File: src/rtl/approx_sweep_err_meter.sv
// Exhaustive-sweep error meter: walks pi over every input vector, samples the exact and
// approximate partition outputs after a settle interval, and accumulates error metrics.
module approx_sweep_err_meter #(
  parameter int NI     = 7,
  parameter int NO     = 4,
  parameter int SETTLE = 1
) (
  input  logic              clk,
  input  logic              rst_n,
  input  logic              start,
  input  logic              abort,
  output logic [NI-1:0]     pi,
  input  logic [NO-1:0]     po_exact,
  input  logic [NO-1:0]     po_approx,
  output logic              busy,
  output logic              done,
  output logic [NI:0]       err_cnt,
  output logic [NI+4:0]     hd_sum,
  output logic [NI+NO-1:0]  abs_sum,
  output logic [NO-1:0]     max_abs
);

  typedef enum logic [1:0] {
    S_IDLE = 2'd0,
    S_WAIT = 2'd1,
    S_DONE = 2'd2
  } state_t;

  localparam logic [7:0]    SETTLE_C = 8'(SETTLE);
  localparam logic [NI-1:0] PI_LAST  = {NI{1'b1}};

  state_t        state_r;
  logic [7:0]    cnt_r;
  logic [NO-1:0] diff_s;
  logic [4:0]    pop_s;
  logic          mismatch_s;

  function automatic logic [4:0] popcount(input logic [NO-1:0] v);
    logic [4:0] n;
    n = 5'd0;
    for (int i = 0; i < NO; i++) begin
      n = n + 5'(v[i]);
    end
    return n;
  endfunction

  // Operands are unsigned, so subtract the smaller from the larger.
  function automatic logic [NO-1:0] abs_diff(input logic [NO-1:0] a, input logic [NO-1:0] b);
    return (a >= b) ? (a - b) : (b - a);
  endfunction

  // Per-vector metrics of the currently presented partition outputs.
  always_comb begin
    diff_s     = abs_diff(po_exact, po_approx);
    pop_s      = popcount(po_exact ^ po_approx);
    mismatch_s = (po_exact != po_approx);
  end

  // Sweep controller, vector driver and metric accumulators.
  always_ff @(posedge clk) begin
    if (!rst_n) begin
      state_r <= S_IDLE;
      cnt_r   <= 8'd0;
      pi      <= '0;
      busy    <= 1'b0;
      done    <= 1'b0;
      err_cnt <= '0;
      hd_sum  <= '0;
      abs_sum <= '0;
      max_abs <= '0;
    end else begin
      case (state_r)
        S_IDLE, S_DONE: begin
          if (start) begin
            state_r <= S_WAIT;
            cnt_r   <= SETTLE_C;
            pi      <= '0;
            busy    <= 1'b1;
            done    <= 1'b0;
            err_cnt <= '0;
            hd_sum  <= '0;
            abs_sum <= '0;
            max_abs <= '0;
          end
        end
        S_WAIT: begin
          if (abort) begin
            state_r <= S_IDLE;
            busy    <= 1'b0;
            done    <= 1'b0;
          end else if (cnt_r != 8'd0) begin
            cnt_r <= cnt_r - 8'd1;
          end else begin
            err_cnt <= err_cnt + (NI+1)'(mismatch_s);
            hd_sum  <= hd_sum + (NI+5)'(pop_s);
            abs_sum <= abs_sum + (NI+NO)'(diff_s);
            if (diff_s > max_abs) begin
              max_abs <= diff_s;
            end
            if (pi == PI_LAST) begin
              state_r <= S_DONE;
              busy    <= 1'b0;
              done    <= 1'b1;
            end else begin
              pi    <= pi + NI'(1);
              cnt_r <= SETTLE_C;
            end
          end
        end
        default: begin
          state_r <= S_IDLE;
          busy    <= 1'b0;
          done    <= 1'b0;
        end
      endcase
    end
  end

endmodule

File: config.mk
export PLATFORM = sky130hd
export DESIGN_NAME = approx_sweep_err_meter
export DESIGN_NICKNAME = d
export VERILOG_FILES = /design/src/rtl/approx_sweep_err_meter.sv
export SDC_FILE = /design/constraint.sdc
export NUM_CORES = 1
export LEC_CHECK = 0
export ABC_AREA = 1
export ABC_CLOCK_PERIOD_IN_PS = 3140
export BUFFER_PORTS_ARGS = -buffer_cell sky130_fd_sc_hd__buf_2
export CORE_ASPECT_RATIO = 1.1
export CORE_MARGIN = 4
export CORE_UTILIZATION = 57
export DETAILED_ROUTE_END_ITERATION = 8
export PLACE_DENSITY = 0.86
export SLEW_MARGIN = 15
export SYNTH_ARGS = -nofsm -noshare
export SYNTH_HDL_FRONTEND = slang
export SYNTH_SLANG_ARGS = --single-unit
File: constraint.sdc
create_clock -name clk -period 3.14 [get_ports clk]
set_input_delay 0.471 -clock clk [delete_from_list [all_inputs] [get_ports clk]]
set_output_delay 0.471 -clock clk [all_outputs]
set_load 0.01 [all_outputs]
==> flow_summary.json <==
{
  "numCtsBuffers": 5,
  "synth-seq-cells": 54,
  "clock_latency_ns": 0.32,
  "cts-resized-gates": 0,
  "cts.sinks": 54,
  "reg2reg_depth": 13,
  "coreArea_um2": 5842,
  "grt_pass1_wl_um": 13860,
  "die-width_um": 82.46,
  "antenna_found_initial": 0,
  "setup_viol": 0,
  "pre_cts_ws_ns": -0.06920,
  "htreeDepth": 2,
  "finalNonFillerCells": 647,
  "fin_tns_setup_ns": 0,
  "hpwl_um": 6206,
  "area.growth.synth_to_final_pct": 12.31,
  "drt_iter0_drc": 203,
  "netSwitchingFraction": 0.3353,
  "rsz0062_at_grt": "no",
  "dieHeight_um": 89.90,
  "ys.flop_type": "dfxtp_1",
  "syn-num-nets": 555,
  "cp.arrival_ns": 3.14,
  "routed_wl_um": 8397,
  "antennaDiodeCount": 0,
  "layout_setup_ws_ns": 0.2533,
  "io_buffer_count": 55,
  "start_util": 0.5950,
  "rows": 29,
  "grt_pass1_vias": 3250,
  "clockPowerShare": 0.282,
  "synth-seq-area-share": 0.3110,
  "p_per_area_nw_per_um2": 427.8,
  "slew_viol_final": 0,
  "period_share": 0.9193,
  "postCtsSetupRepairBufs": 0,
  "seqPwrFrac": 0.442,
  "synth_area_leaders": "dfxtp_1 (31%), nand2_1 (13%), inv_1 (8.4%), ha_1 (7.6%), nor2_1 (6.3%)",
  "clk_pin_slew_ns": 0.09,
  "p_leak_nw": 1.862,
  "nNetsFinal": 608,
  "dp_cells": 639,
  "rr_endpoint": "hd_sum[10]",
  "finalHoldViolCount": 0,
  "peakVddDrop_mv": 0.2358,
  "status": "finished clean",
  "fin_crit_ns": 2.887,
  "path_class": "in2reg",
  "max_cap_violations": 0,
  "relSlewSlack": 0.5094,
  "drive_gt1_frac": 0.1474,
  "grtUsageTotal": 0.2305,
  "worstReg2RegStart": "hd_sum[0]",
  "drt_pass1_iterations": 5,
  "cp-startpoint": "po_exact[0]",
  "startpoint_type": "input pin",
  "drcViolationCount": 0,
  "combPwrFrac": 0.277,
  "routed_via_density": 5.354,
  "synth_common_cells": "nand2_1 (122), inv_1 (78), nor2_1 (58)",
  "ios": 56,
  "syn_area_um2": 3476,
  "cts_root_buf": "clkbuf_8",
  "synthCells": 516,
  "ys.warnings.count": 0,
  "die-area_um2": 7413,
  "ant_nets": 0,
  "yosysTopAreaCell": "dfxtp_1",
  "min_from": "busy",
  "cts_tree": "yes",
  "crit_fanout": 3,
  "p_sw_uw": 559.9,
  "ys_types": 34,
  "skew_ns": 0.01441,
  "ctsHoldBuffers": 0,
  "async_flop_share": 0,
  "synth_edf_count": 0,
  "yosysMostFrequentCell": "nand2_1",
  "holdPathEnd": "busy",
  "yosysTopAreaCellShare": 0.3110,
  "worstMarginPinSlew_ns": 0.7351,
  "end_kind": "flop",
  "grt_start_max_net_pins": 37,
  "hold_depth": 2,
  "hp-class": "reg2reg",
  "power.internal_mw": 1.110,
  "globalRouteOverflowTotal": 0,
  "syn_area_per_cell_um2": 6.736,
  "r2r_setup_slack_ns": 0.44,
  "cts_max_path_buffers": 2,
  "dr_total_vias": 3464,
  "worst_ep_required_time_ns": 3.39,
  "gp_congestion": 0.8965,
  "clock.fmax_mhz": 346.4,
  "post_drt_wl_per_cell_um": 12.98
}
[cell usage in the layout, fill, tap and decap left out, types with 2 or more instances in the layout]
master	n
o21ai_0	23
nand2_2	4
inv_2	3
buf_4	3
nor2_1	58
nor3_1	5
nand3_1	37
nand4_1	18
buf_2	55
nor2_4	2
clkbuf_1	2
nand3b_1	3
and3_1	2
o21ai_1	7
nor2_8	2
nor2_2	3
fa_1	6
inv_1	78
a21oi_1	40
dfxtp_1	54
ha_1	21
xnor2_1	4
nand2_4	2
nand2_1	122
clkbuf_8	5
[cells by family after synthesis]
logic type	share of synthesized area
flip-flops	0.3110
buffers and inverters	0.1094
XOR/XNOR	0.01008
adder cells (fa/ha/maj)	0.1102
AND/OR/NAND/NOR	0.3362
AO/OA/AOI/OAI	0.1231
[flip-flops by register name, summed over array words and instances (netlist names)]
signal / count
hd_sum: 12
busy: 1
cnt_r: 8
pi: 7
max_abs: 4
state_r: 2
abs_sum: 11
err_cnt: 8
done: 1
[worst max path at each step]
stage                             to  slack [ns]  depth (start not counted)
after floorplan           hd_sum[10]        0.33                         13
after global placement    hd_sum[10]        0.06                         15
after detailed placement  hd_sum[10]       -0.07                         15
after CTS                 hd_sum[10]        0.23                         15
after global routing      hd_sum[10]        0.01                         15
final                     hd_sum[10]        0.25                         15
[through the flow]
stage | area, um2 | hold WS, ns | util | total power [mW]
finish | 3904 | 0.4636 | 0.6682 | 1.670
global route | 3904 | 0.4935 | 0.6682 | 1.764
CTS | 3904 | 0.4673 | 0.6682 | 1.667
detailed placement | 3797 | 0.4543 | 0.6500 | 1.207
global placement | 3797 | 0.4500 | 0.6500 | 1.183
floorplan | 3476 | 0.4508 | - | 1.096
[power groups by stage]
stage	registers, mW	clock network (mW)	logic (mW)
detailed placement	0.753	0	0.454
global route	0.742	0.498	0.524
CTS	0.737	0.470	0.459
floorplan	0.757	0	0.339
global placement	0.752	0	0.431
finish	0.737	0.470	0.462
[per-layer routing]
layer  part of all wire  vias to the layer above  GRT usage
met3              0.051                        8    0.04000
li1                   -                     1755          -
met2               0.50                      100     0.3991
met5                  0                        -          0
met4             0.0092                        0    0.08310
met1               0.44                     1601     0.2775
[critical path, cell delays in order]
cell and delay (ns):
buf_2 0.09, inv_1 0.04, ha_1 0.34, fa_1 0.50
fa_1 0.46, inv_1 0.12, fa_1 0.20, inv_1 0.06
nor3_1 0.27, nand3_1 0.13, nor2_2 0.17, nand2_1 0.09
nand2_1 0.06, nand2_1 0.04, nor2_1 0.11
[layout make-up]
cell class,count,area [um2]
multi-input combinational,368,2014
fill,529,1938
sequential,54,1081
inverter,82,307.8
timing repair buffer,58,297.8
tap,77,96.34
clock buffer,7,76.32
clock inverter,1,30.03
Power figures use the tool's default switching activity.
